$ cat src/rtl/nonoverlap_clock_gen.sv
// Two-phase non-overlapping clock generator with programmable phase and dead-time widths.
// Optional early-falling phases phi1e/phi2e are built when NOVL_EARLY_PHASE_EN is defined.
module nonoverlap_clock_gen #(
  parameter int unsigned CNT_W  = 8,
  parameter int unsigned PCNT_W = 16
`ifdef NOVL_EARLY_PHASE_EN
  ,
  parameter int unsigned EARLY_LEN = 1
`endif
) (
  input  logic              clk,
  input  logic              rst_n,
  input  logic              enable,
  input  logic [CNT_W-1:0]  phi1_len,
  input  logic [CNT_W-1:0]  phi2_len,
  input  logic [CNT_W-1:0]  dead_len,
  output logic              phi1,
  output logic              phi2,
  output logic              busy,
  output logic              period_done,
  output logic [PCNT_W-1:0] period_cnt
`ifdef NOVL_EARLY_PHASE_EN
  ,
  output logic              phi1e,
  output logic              phi2e
`endif
);

  localparam logic [CNT_W-1:0]  CntOne  = {{(CNT_W-1){1'b0}}, 1'b1};
  localparam logic [PCNT_W-1:0] PcntOne = {{(PCNT_W-1){1'b0}}, 1'b1};

  typedef enum logic [2:0] {
    StIdle,
    StPhi1,
    StDead12,
    StPhi2,
    StDead21
  } state_e;

  state_e             state_q, state_d;
  logic [CNT_W-1:0]   cnt_q, cnt_d;
  logic [CNT_W-1:0]   p1_q, p1_d;
  logic [CNT_W-1:0]   p2_q, p2_d;
  logic [CNT_W-1:0]   d_q, d_d;
  logic [PCNT_W-1:0]  period_cnt_q, period_cnt_d;
  logic               phi1_q, phi2_q, period_done_q;
  logic               cnt_zero;

  function automatic logic [CNT_W-1:0] clamp1(input logic [CNT_W-1:0] v);
    return (v == '0) ? CntOne : v;
  endfunction

  assign cnt_zero = (cnt_q == '0);

  always_comb begin
    state_d      = state_q;
    cnt_d        = cnt_q;
    p1_d         = p1_q;
    p2_d         = p2_q;
    d_d          = d_q;
    period_cnt_d = period_cnt_q;

    case (state_q)
      StIdle: begin
        if (enable) begin
          state_d = StPhi1;
          p1_d    = clamp1(phi1_len);
          p2_d    = clamp1(phi2_len);
          d_d     = clamp1(dead_len);
          cnt_d   = clamp1(phi1_len) - CntOne;
        end
      end
      StPhi1: begin
        if (cnt_zero) begin
          state_d = StDead12;
          cnt_d   = d_q - CntOne;
        end else begin
          cnt_d = cnt_q - CntOne;
        end
      end
      StDead12: begin
        if (cnt_zero) begin
          state_d = StPhi2;
          cnt_d   = p2_q - CntOne;
        end else begin
          cnt_d = cnt_q - CntOne;
        end
      end
      StPhi2: begin
        if (cnt_zero) begin
          state_d = StDead21;
          cnt_d   = d_q - CntOne;
        end else begin
          cnt_d = cnt_q - CntOne;
        end
      end
      StDead21: begin
        if (cnt_zero) begin
          period_cnt_d = period_cnt_q + PcntOne;
          // A late enable keeps running; otherwise park in idle only after the full dead time.
          if (enable) begin
            state_d = StPhi1;
            p1_d    = clamp1(phi1_len);
            p2_d    = clamp1(phi2_len);
            d_d     = clamp1(dead_len);
            cnt_d   = clamp1(phi1_len) - CntOne;
          end else begin
            state_d = StIdle;
            cnt_d   = '0;
          end
        end else begin
          cnt_d = cnt_q - CntOne;
        end
      end
      default: begin
        state_d = StIdle;
        cnt_d   = '0;
      end
    endcase
  end

  always_ff @(posedge clk) begin
    if (!rst_n) begin
      state_q       <= StIdle;
      cnt_q         <= '0;
      p1_q          <= '0;
      p2_q          <= '0;
      d_q           <= '0;
      period_cnt_q  <= '0;
      phi1_q        <= 1'b0;
      phi2_q        <= 1'b0;
      period_done_q <= 1'b0;
    end else begin
      state_q       <= state_d;
      cnt_q         <= cnt_d;
      p1_q          <= p1_d;
      p2_q          <= p2_d;
      d_q           <= d_d;
      period_cnt_q  <= period_cnt_d;
      // Outputs are decoded from the next state so each flop matches the state it reflects.
      phi1_q        <= (state_d == StPhi1);
      phi2_q        <= (state_d == StPhi2);
      period_done_q <= (state_d == StDead21) && (cnt_d == '0);
    end
  end

  assign phi1        = phi1_q;
  assign phi2        = phi2_q;
  assign busy        = (state_q != StIdle);
  assign period_done = period_done_q;
  assign period_cnt  = period_cnt_q;

`ifdef NOVL_EARLY_PHASE_EN
  localparam logic [CNT_W-1:0] EarlyLen = EARLY_LEN[CNT_W-1:0];

  logic phi1e_q, phi2e_q;
  logic phi1e_d, phi2e_d;

  // The entry cycle is always high, so short phases still get a one-cycle early pulse.
  always_comb begin
    phi1e_d = (state_d == StPhi1) && ((state_q != StPhi1) || (cnt_d >= EarlyLen));
    phi2e_d = (state_d == StPhi2) && ((state_q != StPhi2) || (cnt_d >= EarlyLen));
  end

  always_ff @(posedge clk) begin
    if (!rst_n) begin
      phi1e_q <= 1'b0;
      phi2e_q <= 1'b0;
    end else begin
      phi1e_q <= phi1e_d;
      phi2e_q <= phi2e_d;
    end
  end

  assign phi1e = phi1e_q;
  assign phi2e = phi2e_q;
`endif

endmodule

$ cat config.mk
export PLATFORM = sky130hd
export DESIGN_NAME = nonoverlap_clock_gen
export DESIGN_NICKNAME = d
export VERILOG_FILES = /design/src/rtl/nonoverlap_clock_gen.sv
export SDC_FILE = /design/constraint.sdc
export NUM_CORES = 1
export LEC_CHECK = 0
export BUFFER_PORTS_ARGS = -buffer_cell sky130_fd_sc_hd__buf_2
export CAP_MARGIN = 20
export CORE_MARGIN = 2
export CORE_UTILIZATION = 56
export CTS_CLUSTER_SIZE = 20
export DETAILED_ROUTE_END_ITERATION = 16
export PLACE_DENSITY = 0.85
export SYNTH_ARGS = -nofsm -noshare
export SYNTH_HDL_FRONTEND = slang
export SYNTH_SLANG_ARGS = --single-unit
$ cat constraint.sdc
create_clock -name clk -period 3.05 [get_ports clk]
set_input_delay 0.61 -clock clk [delete_from_list [all_inputs] [get_ports clk]]
set_output_delay 0.61 -clock clk [all_outputs]
set_load 0.005 [all_outputs]
==> key figures, run 1 <==
Synth
  • Top-count cell post-synth: dfxtp_1
  • Commonest cells in the netlist: 46 x dfxtp_1, 40 x nand2_1, 36 x nor2_1
  • Synthesized area: 0.00282 mm2
  • Avg Inst Size Synth: 8.17 um2
  • Syn Inst Count: 345
  • Post-synth EDFFs: 0
  • Yosys warning count: 0
  • Sequential cell area fraction in the yosys report: 0.327
  • Number of library cell types mapped by synthesis: 66
  • Top cells by area, synth: dfxtp_1 33%, nand2_1 5.3%, xor2_1 5.3%
  • Post-synth net total: 378
  • Post-synth top area cell: dfxtp_1
  • Yosys top cell area share: 0.327
  • Post-synth top flop: dfxtp_1
  • Synth Register Bits: 46
  • Async SR Flop Fraction: 0

Routing
  • Vias: 2736
  • Metal3 WL: 481 um
  • Drt wl/cell: 15.2 um
  • DR iter-0 viols: 254
  • Vias/cell: 5.97
  • Max Used Layer: met4
  • Routed wl met2: 3130 um
  • 1st-pass router iterations: 5
  • DRT met1 WL: 3210 um
  • DRC: 0
  • WL final: 6970 um
  • DRT antenna net count: 0

Timing
  • Worst slew pin tran: 0.592 ns
  • Max Fclk: 373 MHz
  • Layout Skew: 0.00785 ns
  • Final WS setup: 0.369 ns
  • Setup TNS: 0 ns
  • Crit path time final: 2.68 ns
  • Final setup fails: 0
  • Fin crit share: 0.879
  • Final Hold Fails: 0
  • Max Slew Vio Count: 0
  • RSZ-0062 raised after global routing: no
  • Slew headroom: 0.605

Setup path
  • CP delay by family, top: simple AND/OR/NAND/NOR gates
  • Worst reg-to-reg setup slack: 0.59 ns
  • Worst Path Required: 3.27 ns
  • FF-to-FF path depth: 7
  • Crit path arrival time: 2.90 ns
  • CP endpoint kind: register
  • Worst Path Buf+Inv: 1
  • Critical-path top delay cell: or4_4
  • Kind of critical path: in2reg
  • Crit path cell chain: buf_2 > or4_4 > nor3_1 > a21oi_1 > ha_1 > nor3b_1 > xnor2_1 > o22ai_1 > a221oi_2 > nand4_1 > nor4_2
  • R2R Path Start: cnt_q[0]
  • RR Endpoint: d_q[0]
  • CP Launch Type: input pin
  • Critical Path Fanout Max: 5
  • Worst path max stage delay: 0.56 ns

Status
  • Status: finished clean

GRT
  • GR Overflow Total: 0
  • Pin count of the biggest net entering global routing: 35
  • Initial antenna violation count: 0
  • Total Routing Usage GR: 0.261
  • Vias in the first global route: 2360
  • First-pass GRT wire length: 11200 um

Floorplanning
  • Floorplan die width: 75.0 um
  • Die Height: 75.0 um
  • Core Area: 0.00479 mm2
  • Cell row count: 25
  • DIE AREA: 0.00562 mm2
  • Starting density of the core: 0.589
  • IO Pins: 47

Place
  • DP Worst Slack: 0.0869 ns
  • GP Congestion: 0.933
  • I/O Buffers: 46
  • Hpwl dp: 5170 um

Min path
  • WHS Path Cells: 2
  • Worst hold endpoint: p2_q[7]
  • HP Start: p2_q[7]
  • Worst Hold Class: reg2reg

Clocking
  • Clock Latency Late Sink: 0.30 ns
  • Cts bufs inserted: 5
  • Resized Gates After CTS: 0
  • CTS Buffer Depth: 2
  • Post-CTS Setup Inserts: 0
  • Reg clk slew, reported paths: 0.09 ns
  • Clock net sink count: 46
  • CTS Hold Bufs: 0
  • CTS tree: done
  • Clock root cell: clkbuf_8
  • Htree depth: 2

Final layout
  • Nets: 423
  • N_diodes: 0
  • Reg area: 921 um2
  • Final core occ: 0.674
  • Layout fillers: 410
  • Multi-input logic area: 0.00177 mm2
  • Layout area overhead: 14.4%
  • Share of layout cells above drive strength 1: 0.207

Pwr
  • LEAKAGE: 1.29 nW
  • Max IR drop VDD: 350 uV
  • Pwr dens: 759 mW/mm2

Job
  • Max-cap viol count: 0
worst max-delay path by stage:
stage	startpoint	endpoint	slack, ns	cells after the start
after CTS	phi1_len[2]	period_done	0.40	11
after floorplan	phi1_len[2]	period_done	0.43	10
after global placement	phi1_len[2]	period_done	0.19	11
final	phi1_len[2]	period_done	0.37	11
after global routing	phi1_len[2]	period_done	0.21	11
after detailed placement	phi1_len[2]	period_done	0.09	11
per-stage QoR:
step           area, um2  total power, mW  std cells  hold slack, ns
2_1_floorplan       2820             1.68        345           0.441
3_3_place_gp        3110             1.95        450           0.454
3_5_place_dp        3110             1.95        450           0.455
4_1_cts             3230             2.43        458           0.470
5_1_grt             3230             2.59        458           0.512
6_report            3230             2.45        458           0.469
routing by layer:
metal	GRT usage	up-vias
met3	0.0482	16
met1	0.365	1253
met2	0.410	135
met5	0	-
met4	0.0794	0
li1	-	1332
power breakdown:
part	switching [mW]	internal, mW	total [mW]
Clock	0.222	0.250	0.471
Combinational	0.688	0.465	1.15
Sequential	0.138	0.685	0.822
Total	1.05	1.40	2.45
kinds of logic after synthesis:
kind of cell	share of synthesized area
mux	0.0111
simple gates	0.291
flops	0.327
xor+xnor	0.0932
fa+ha+maj	0.0266
buf+inv	0.0466
compound gates	0.205
layout make-up:
type	count	share of cell area
Clock buffer	5	0.0213
Tap cell	67	0.0260
Sequential cell	46	0.285
Inverter	16	0.0186
Multi-Input combinational cell	269	0.548
Timing Repair Buffer	52	0.0853
Clock inverter	3	0.0151
sequential cells by signal (all words and copies together), names as in the netlist:
register,count
period_cnt,16
cnt_q,8
d_q,8
p2_q,8
state_q,3
period_done,1
phi1,1
phi2,1
worst reg2reg max path, stage by stage (launching register included):
cell and delay [ns]:
dfxtp_1 0.33, inv_1 0.13, ha_1 0.18, or4b_4 0.57
o21ai_1 0.39, nand3_2 0.36, nor3_1 0.28, a211oi_1 0.08
cell usage in the layout, fill, tap and decap left out, types with 3 or more instances in the layout:
master / count
a211oi_1: 6
a21oi_1: 23
a32oi_1: 4
and2_1: 5
and3_1: 3
buf_2: 46
buf_4: 6
clkbuf_8: 5
dfxtp_1: 46
ha_1: 6
inv_1: 16
nand2_1: 40
nand3_1: 4
nand4_1: 5
nor2_1: 36
nor2b_1: 3
nor3_1: 11
nor3b_1: 6
nor4_1: 3
o21a_1: 3
o21ai_0: 8
o22ai_1: 4
o31ai_1: 4
or3_1: 8
or4_1: 7
xnor2_1: 13
xor2_1: 17
Note: power is estimated with default switching activity, not from simulation.
==> inputs of run 2 (changes only) <==
--- a/config.mk
+++ b/config.mk
@@ -8,10 +8,10 @@
 export BUFFER_PORTS_ARGS = -buffer_cell sky130_fd_sc_hd__buf_2
 export CAP_MARGIN = 20
 export CORE_MARGIN = 2
-export CORE_UTILIZATION = 56
+export CORE_UTILIZATION = 51
 export CTS_CLUSTER_SIZE = 20
 export DETAILED_ROUTE_END_ITERATION = 16
-export PLACE_DENSITY = 0.85
+export PLACE_DENSITY = 0.82
 export SYNTH_ARGS = -nofsm -noshare
 export SYNTH_HDL_FRONTEND = slang
 export SYNTH_SLANG_ARGS = --single-unit
==> constraint.sdc (replaced) <==
create_clock -name clk -period 2.3 [get_ports clk]
set_input_delay 0.345 -clock clk [delete_from_list [all_inputs] [get_ports clk]]
set_output_delay 0.345 -clock clk [all_outputs]
set_load 0.005 [all_outputs]
==> run 2 against run 1 <==
Against the previous run: clock skew rose by 0.0045 ns; sequential power rose by 29%; core utilization fell by 2.7 points; clock power rose by 33%; cell count rose by 8.5%; sequential share of layout area fell by 2.3 points; register-to-register slack got worse by 0.57 ns; critical path type is now reg2reg; setup slack got worse by 0.35 ns.
==> key figures, run 2 (synthesized netlist as in run 1, its figures left out) <==
Clocking
  • CTS Buffer Depth: 2
  • Cts bufs inserted: 5
  • Clock net sink count: 46
  • CTS tree: done
  • Clock root cell: clkbuf_8
  • Reg clk slew, reported paths: 0.10 ns
  • Htree depth: 2
  • Clock Latency Late Sink: 0.31 ns

Final layout
  • N_diodes: 0
  • Share of layout cells above drive strength 1: 0.294
  • Layout area overhead: 24.8%
  • Most common cell after layout, fill and taps aside: buf_2
  • Nets: 457
  • Final instance area: 0.00352 mm2
  • Max reg flops: 16
  • Layout fillers: 457
  • Most frequent cells in the layout: 46 x buf_2, 44 x dfxtp_1, 40 x nand2_1, 40 x buf_4, 36 x nor2_1

Place
  • Area after DPL: 0.00331 mm2
  • I/O Buffers: 46
  • Hpwl dp: 5710 um
  • GP Congestion: 0.985

Pwr
  • Max IR drop VDD: 748 uV
  • Clock network power share: 0.168
  • Pwr Total: 3.73 mW
  • Pwr dens: 1060 mW/mm2
  • Logic pwr share: 0.547
  • Internal Power: 2.18 mW
  • Psw: 1.55 mW
  • Switch share: 0.415
  • Sequential Power Share: 0.285
  • LEAKAGE: 1.46 nW

GRT
  • Initial antenna violation count: 0
  • Pin count of the biggest net entering global routing: 25
  • M1 GR Usage: 0.351
  • Vias in the first global route: 2647
  • GR Overflow Total: 0
  • Met3 Use GR: 0.0379
  • Met2 Track Usage GR: 0.443
  • Top Usage Layer GRT: met2
  • Total Routing Usage GR: 0.262
  • First-pass GRT wire length: 12800 um

Routing
  • DR iter-0 viols: 252
  • 1st-pass router iterations: 5
  • WL final: 7730 um
  • Vias/cell: 5.83
  • Drt wl/cell: 15.6 um
  • Vias: 2898
  • DRC: 0
  • DRT antenna net count: 0

Timing
  • Crit path time final: 2.28 ns
  • Worst slew pin tran: 0.574 ns
  • Final Hold Fails: 0
  • RSZ-0062 raised after global routing: yes
  • Max Slew Vio Count: 0
  • Hold Slack: 0.286 ns
  • Layout Skew: 0.0124 ns
  • Setup TNS: 0 ns
  • Slew headroom: 0.617
  • Fin crit share: 0.991
  • Final setup fails: 0
  • Max Fclk: 439 MHz

Setup path
  • Critical Path Fanout Max: 7
  • CP Launch Type: register
  • Kind of critical path: reg2reg
  • Crit path arrival time: 2.51 ns
  • Worst Path Required: 2.53 ns
  • CP endpoint kind: register

Floorplanning
  • Cell row count: 27
  • Core Area: 0.00544 mm2
  • IO Pins: 47
  • Starting density of the core: 0.519
  • Die Height: 78.4 um
  • Floorplan die width: 78.4 um
  • DIE AREA: 0.00614 mm2

Min path
  • Worst Hold Class: in2reg

Status
  • Status: finished clean

Job
  • Max-cap viol count: 0
run 2: changes by cell type in the layout (fill, tap and decap cells not counted), moves of 2 or more:
cell	previous run	this run
dfxtp_1	46	44
dfxtp_2	0	2
buf_4	6	40
ha_1	6	4
inv_1	16	14
inv_2	0	2
ha_2	0	2
run 2: power groups by stage:
stage,combinational [mW],sequential [mW],clock [mW]
detailed placement,1.79,1.07,0
finish,2.04,1.06,0.625
CTS,1.80,1.05,0.635
floorplan,1.23,1.02,0
global route,2.18,1.08,0.666
global placement,1.76,1.07,0
run 2: worst paths after layout:
| check | from | to | slack (ns) | depth (start not counted) |
|---|---|---|---|---|
| max | cnt_q[1] | period_done | 0.02 | 9 |
| min | phi2_len[1] | p2_q[1] | 0.29 | 3 |
| max reg2reg | cnt_q[1] | period_done | 0.02 | 9 |
| min reg2reg | d_q[7] | d_q[7] | 0.47 | 2 |
run 2: metrics by stage:
| step | worst slack [ns] | cells | utilization |
|---|---|---|---|
| after CTS | 0.0249 | 488 | 0.631 |
| after global placement | -0.226 | 480 | 0.609 |
| after detailed placement | -0.296 | 480 | 0.609 |
| after floorplan | -0.0228 | 345 | - |
| after global routing | -0.114 | 497 | 0.647 |
| final | 0.0204 | 497 | 0.647 |
run 2: repair_timing:
item,in CTS,in global routing
buffers inserted,0,9
hold buffers,0,0
setup endpoints to repair,0,5
resized for setup,0,10
run 2: cell type report:
class                      count  area [um2]  share of cell area
inverter                      16        60.1              0.0171
timing repair buffer          86         531               0.151
tap                           72        90.1              0.0256
clock inverter                 3        48.8              0.0139
clock buffer                   5        68.8              0.0196
multi-input combinational    269        1800               0.511
sequential                    46         923               0.262
run 2: critical path, cell delays in order, from the launching register on:
cell and delay (ns):
dfxtp_2 0.33, inv_2 0.05, ha_2 0.17, or4b_4 0.56, buf_4 0.19, o31ai_4 0.22
a32oi_2 0.15, nor4_2 0.23, nand4_1 0.15, nor4_2 0.14
run 2: metal layers:
metal  wire, um  up-vias
li1           -     1404
met1       3390     1357
met2       3670      113
met3        471       24
met4        204        0
met5          0        -
